## src/rtl/uart_rx_deserializer.sv

```systemverilog
// 16x-oversampled UART receiver: 8N1 frames in, one-cycle byte strobe out.
// Define UART_RX_PARITY_EN to insert an even-parity bit check (8E1).
module uart_rx_deserializer #(
    parameter int DBIT    = 8,
    parameter int SB_TICK = 16,
    parameter int DVSR    = 326
) (
    input  logic            CLK,
    input  logic            RESET,
    input  logic            RX,
    output logic [DBIT-1:0] DOUT,
    output logic            RX_DONE,
    output logic            FRAME_ERR,
    output logic            PARITY_ERR,
    output logic [2:0]      STATE
);

    localparam int TW = (DVSR > 1) ? $clog2(DVSR) : 1;
    localparam int NW = (DBIT > 1) ? $clog2(DBIT) : 1;

    typedef enum logic [2:0] {
        IDLE   = 3'd0,
        START  = 3'd1,
        DATA   = 3'd2,
        PARITY = 3'd3,
        STOP   = 3'd4,
        BREAK  = 3'd5
    } state_t;

    state_t          state_reg, state_next;
    logic            rx_meta, rx_s;
    logic [TW-1:0]   tick_cnt;
    logic            tick;
    logic [3:0]      s_reg, s_next;
    logic [NW-1:0]   n_reg, n_next;
    logic [DBIT-1:0] sr_reg, sr_next;
    logic [DBIT-1:0] dout_next;
    logic            done_next, ferr_next;
`ifdef UART_RX_PARITY_EN
    logic            par_reg, par_next;
    logic            perr_next;
`endif

    assign tick  = (tick_cnt == TW'(DVSR - 1));
    assign STATE = state_reg;

    always_ff @(posedge CLK or posedge RESET) begin
        if (RESET) begin
            rx_meta   <= 1'b1;
            rx_s      <= 1'b1;
            tick_cnt  <= '0;
            state_reg <= IDLE;
            s_reg     <= '0;
            n_reg     <= '0;
            sr_reg    <= '0;
            DOUT      <= '0;
            RX_DONE   <= 1'b0;
            FRAME_ERR <= 1'b0;
        end else begin
            rx_meta   <= RX;
            rx_s      <= rx_meta;
            tick_cnt  <= tick ? '0 : tick_cnt + TW'(1);
            state_reg <= state_next;
            s_reg     <= s_next;
            n_reg     <= n_next;
            sr_reg    <= sr_next;
            DOUT      <= dout_next;
            RX_DONE   <= done_next;
            FRAME_ERR <= ferr_next;
        end
    end

`ifdef UART_RX_PARITY_EN
    always_ff @(posedge CLK or posedge RESET) begin
        if (RESET) begin
            par_reg    <= 1'b0;
            PARITY_ERR <= 1'b0;
        end else begin
            par_reg    <= par_next;
            PARITY_ERR <= perr_next;
        end
    end
`else
    assign PARITY_ERR = 1'b0;
`endif

    always_comb begin
        state_next = state_reg;
        s_next     = s_reg;
        n_next     = n_reg;
        sr_next    = sr_reg;
        dout_next  = DOUT;
        done_next  = 1'b0;
        ferr_next  = 1'b0;
`ifdef UART_RX_PARITY_EN
        par_next   = par_reg;
        perr_next  = 1'b0;
`endif
        case (state_reg)
            IDLE: begin
                if (!rx_s) begin
                    state_next = START;
                    s_next     = '0;
                end
            end
            START: begin
                if (tick) begin
                    if (s_reg == 4'd7) begin
                        // A line that is high again mid start bit was a glitch.
                        if (!rx_s) begin
                            state_next = DATA;
                            s_next     = '0;
                            n_next     = '0;
                        end else begin
                            state_next = IDLE;
                        end
                    end else begin
                        s_next = s_reg + 4'd1;
                    end
                end
            end
            DATA: begin
                if (tick) begin
                    if (s_reg == 4'd15) begin
                        sr_next = {rx_s, sr_reg[DBIT-1:1]};
                        s_next  = '0;
                        if (n_reg == NW'(DBIT - 1)) begin
`ifdef UART_RX_PARITY_EN
                            state_next = PARITY;
`else
                            state_next = STOP;
`endif
                        end else begin
                            n_next = n_reg + NW'(1);
                        end
                    end else begin
                        s_next = s_reg + 4'd1;
                    end
                end
            end
`ifdef UART_RX_PARITY_EN
            PARITY: begin
                if (tick) begin
                    if (s_reg == 4'd15) begin
                        par_next   = ^{sr_reg, rx_s};
                        s_next     = '0;
                        state_next = STOP;
                    end else begin
                        s_next = s_reg + 4'd1;
                    end
                end
            end
`endif
            STOP: begin
                if (tick) begin
                    if (s_reg == 4'(SB_TICK - 1)) begin
                        if (rx_s) begin
                            state_next = IDLE;
`ifdef UART_RX_PARITY_EN
                            if (par_reg) begin
                                perr_next = 1'b1;
                            end else begin
                                done_next = 1'b1;
                                dout_next = sr_reg;
                            end
`else
                            done_next = 1'b1;
                            dout_next = sr_reg;
`endif
                        end else begin
                            ferr_next  = 1'b1;
                            state_next = BREAK;
                        end
                    end else begin
                        s_next = s_reg + 4'd1;
                    end
                end
            end
            BREAK: begin
                if (rx_s) begin
                    state_next = IDLE;
                end
            end
            default: state_next = IDLE;
        endcase
    end

endmodule

```

## config.mk

```make
export PLATFORM = sky130hd
export DESIGN_NAME = uart_rx_deserializer
export DESIGN_NICKNAME = d
export VERILOG_FILES = /design/src/rtl/uart_rx_deserializer.sv
export SDC_FILE = /design/constraint.sdc
export NUM_CORES = 1
export LEC_CHECK = 0
export BUFFER_PORTS_ARGS = -buffer_cell sky130_fd_sc_hd__buf_2
export CORE_MARGIN = 2
export CORE_UTILIZATION = 45
export CTS_CLUSTER_DIAMETER = 120
export DETAILED_ROUTE_END_ITERATION = 12
export REMOVE_ABC_BUFFERS = 1
export SKIP_CTS_REPAIR_TIMING = 1
export SLEW_MARGIN = 5
export SYNTH_ARGS = -nofsm -noshare
export SYNTH_HDL_FRONTEND = slang
export SYNTH_SLANG_ARGS = --single-unit
```

## constraint.sdc

```tcl
create_clock -name CLK -period 3.26 [get_ports CLK]
set_clock_uncertainty 0.05 [all_clocks]
set_input_delay 0.326 -clock CLK [delete_from_list [all_inputs] [get_ports CLK]]
set_output_delay 0.326 -clock CLK [all_outputs]
set_load 0.05 [all_outputs]
```

==> summary.md <==
| Metric | Value |
|---|---|
| Status | finished with violations |
| Failing checks | hold timing |
| Worst-path clk slew | approximately 80 ps |
| Fraction of registers with async set/reset | between 90% and 100% |
| Sequential area share after synthesis | 49.37% |
| Required time of the critical path | 3380 ps |
| Synthesized area per cell | approximately 12 um^2 |
| CTS tree | built |
| Largest net degree at the start of global routing | 28 |
| Placed instance area | 2073 um^2 |
| Ys Warns | 0 |
| Initial Util | 46.15% |
| Max reg flops | 9 |
| Vias in the first global route | 1253 |
| Tmin final | about 2400 ps |
| Later-pin clock latency in the skew report | 290 ps |
| Max-slew violations | 0 |
| Worst Setup Start Kind | flop |
| Endpoints failing setup | 0 |
| Achievable Freq | 414.3 MHz |
| First-pass GRT wire length | 6.051 mm |
| Largest fanout on the critical path | 8 |
| Syn Inst Count | ~170 |
| Most frequent cells in the layout | dfrtp_1, mux2_2, buf_2 |
| Post-synth EDFFs | 0 |
| Detail Route Antenna Nets | 0 |
| Largest cells by area after synthesis | dfrtp_1, mux2_2, ha_1 |
| Vias | 1313 |
| Share of layout cells above drive strength 1 | 29.35% |
| Initial antenna violation count | 0 |
| PwrDens | 414.0 nW/um^2 |
| TritonCTS Buffers | 5 |
| Vias per Instance | 5.564 |
| Crit Path Category | flop to flop |
| Post-DP HPWL | 2.437 mm |
| Inserted Diodes | 0 |
| Yosys reg bits | 39 |
| H-tree lvl count | 2 |
| Buffers added on ports | 15 |
| GRT Residual Overflow | 0 |
| Max Cap Viol | 0 |
| Rows | 24 |
| Distinct cells, synth | 51 |
| Core Region | 4294 um^2 |
| Fillers | 367 |
| Number of remaining DRC errors | 0 |
| Routability cong. | ~0.84 |
| FF/Latch Area | 978.4 um^2 |
| CTS max path bufs | 2 |
| Clock sink total | 39 |
| Worst Hold Class | input pin to asynchronous set/reset pin |
| Unrepaired setup endpoints after global routing | no |
| Post-Layout Inst Area | 2186 um^2 |
| Pleak | between 1 and 1.5 nW |
| Drt total wl | 3.506 mm |
| Max VDD drop | 348.5 uV |
| Worst-margin pin slew | 627.9 ps |
| Final TNS setup | 0 ps |
| P&R area growth vs syn | 10.29% |
| Max-slew headroom | 58.14% |
| DIE AREA | between 4000 and 5000 um^2 |
| Multi-input combinational cell area | 920.9 um^2 |
| Gr usage total | between 10% and 20% |
| CTS root buf | clkbuf_8 |
| # IOs | 17 |
| Die Span X | 70.37 um |
| Area leader, netlist | dfrtp_1 |
| Final Hold Slack | -23.64 ps |
| Most common cell after layout, fill and taps aside | dfrtp_1 |
| Worst setup EP type | flop |
| 1st-iter DRT viols | 126 |
| Routed len/inst | about 15 um |
| Die Span Y | around 70 um |
| Yosys top cell area share | between 40% and 50% |
| Final Cycle Share | roughly 74% |
| Endpoints failing hold | 12 |
| Final Net Count | 191 |
| Worst path arrival time | between 2000 and 3000 ps |
| Ys flop type | dfrtp_1 |
| Drt first pass iters | 4 |
| Cell area after synthesis | 1982 um^2 |
-- critical path, cell delays in order (launching register included) --
cell and delay [ps]:
dfrtp_1 380, ha_1 310, nand3_2 220, nor4_1 470
and3_1 490, mux2_2 390
-- logic make-up after synthesis --
kind of cell	count (synthesis)	synth area share, %
other	1	0.1892
adders and majority gates	5	3.157
AOI/OAI and AO/OA	26	10.04
DFF	39	49.37
buffers and inverters	16	4.166
and+or+nand+nor	53	17.87
muxes	20	11.24
xor gates and xnor gates	9	3.977
-- cell type report --
class,count,area share [%]
flip-flops and latches,39,44.76
inverters,7,1.202
clock buffers,5,3.148
clock inverters,3,2.003
multi-input cells,114,42.13
repair buffers,16,3.778
well taps,52,2.977
-- power by group --
part	internal [W]	leakage (nW)	switching [W]
clock	0.000228	0.0581	0.000174
combinational	0.00000281	0.469	0.0000134
sequential	0.000486	0.518	0.00000169
-- worst paths after layout --
path                               start  endpoint  slack [ps]  cells past startpoint
max in group asynchronous          RESET      rx_s        2430                      3
worst max-delay path            s_reg[0]   DOUT[7]         850                      5
min in group CLK                      RX   rx_meta          80                      1
worst min-delay path               RESET   RX_DONE         -20                      2
worst min register to register   rx_meta      rx_s         310                      0
worst max register to register  s_reg[0]   DOUT[7]         850                      5
-- cell usage after synthesis, types with 3 or more instances --
master   count
mux2_2      18
xor2_1       5
ha_1         5
buf_2        3
nor2_1       9
xnor2_1      4
nand3_1      7
dfrtp_1     37
and3_1       6
nand2_1      7
a21oi_1      6
inv_1        7
buf_4        3
nor3b_1      4
-- routing by layer --
metal / share of wire [%] / up-vias / GRT usage, %
li1: - / 643 / -
met3: 4.1 / 5 / 3.608
met4: 1.1 / 0 / 5.769
met1: 50 / 638 / 22.03
met2: 45 / 27 / 22.01
met5: 0 / - / 0
-- per-stage QoR --
step | instances | total power [W] | setup WS [ps] | utilization [%]
after floorplan | 160 | 0.0005080 | 1017 | -
after global placement | 228 | 0.0005139 | 1085 | 48.28
after detailed placement | 228 | 0.0005140 | 922.5 | 48.28
after CTS | 236 | 0.0009158 | 852.6 | 50.90
after global routing | 236 | 0.0009380 | 684.6 | 50.90
final | 236 | 0.0009050 | 846.3 | 50.90
(Power assumes the default switching activity.)
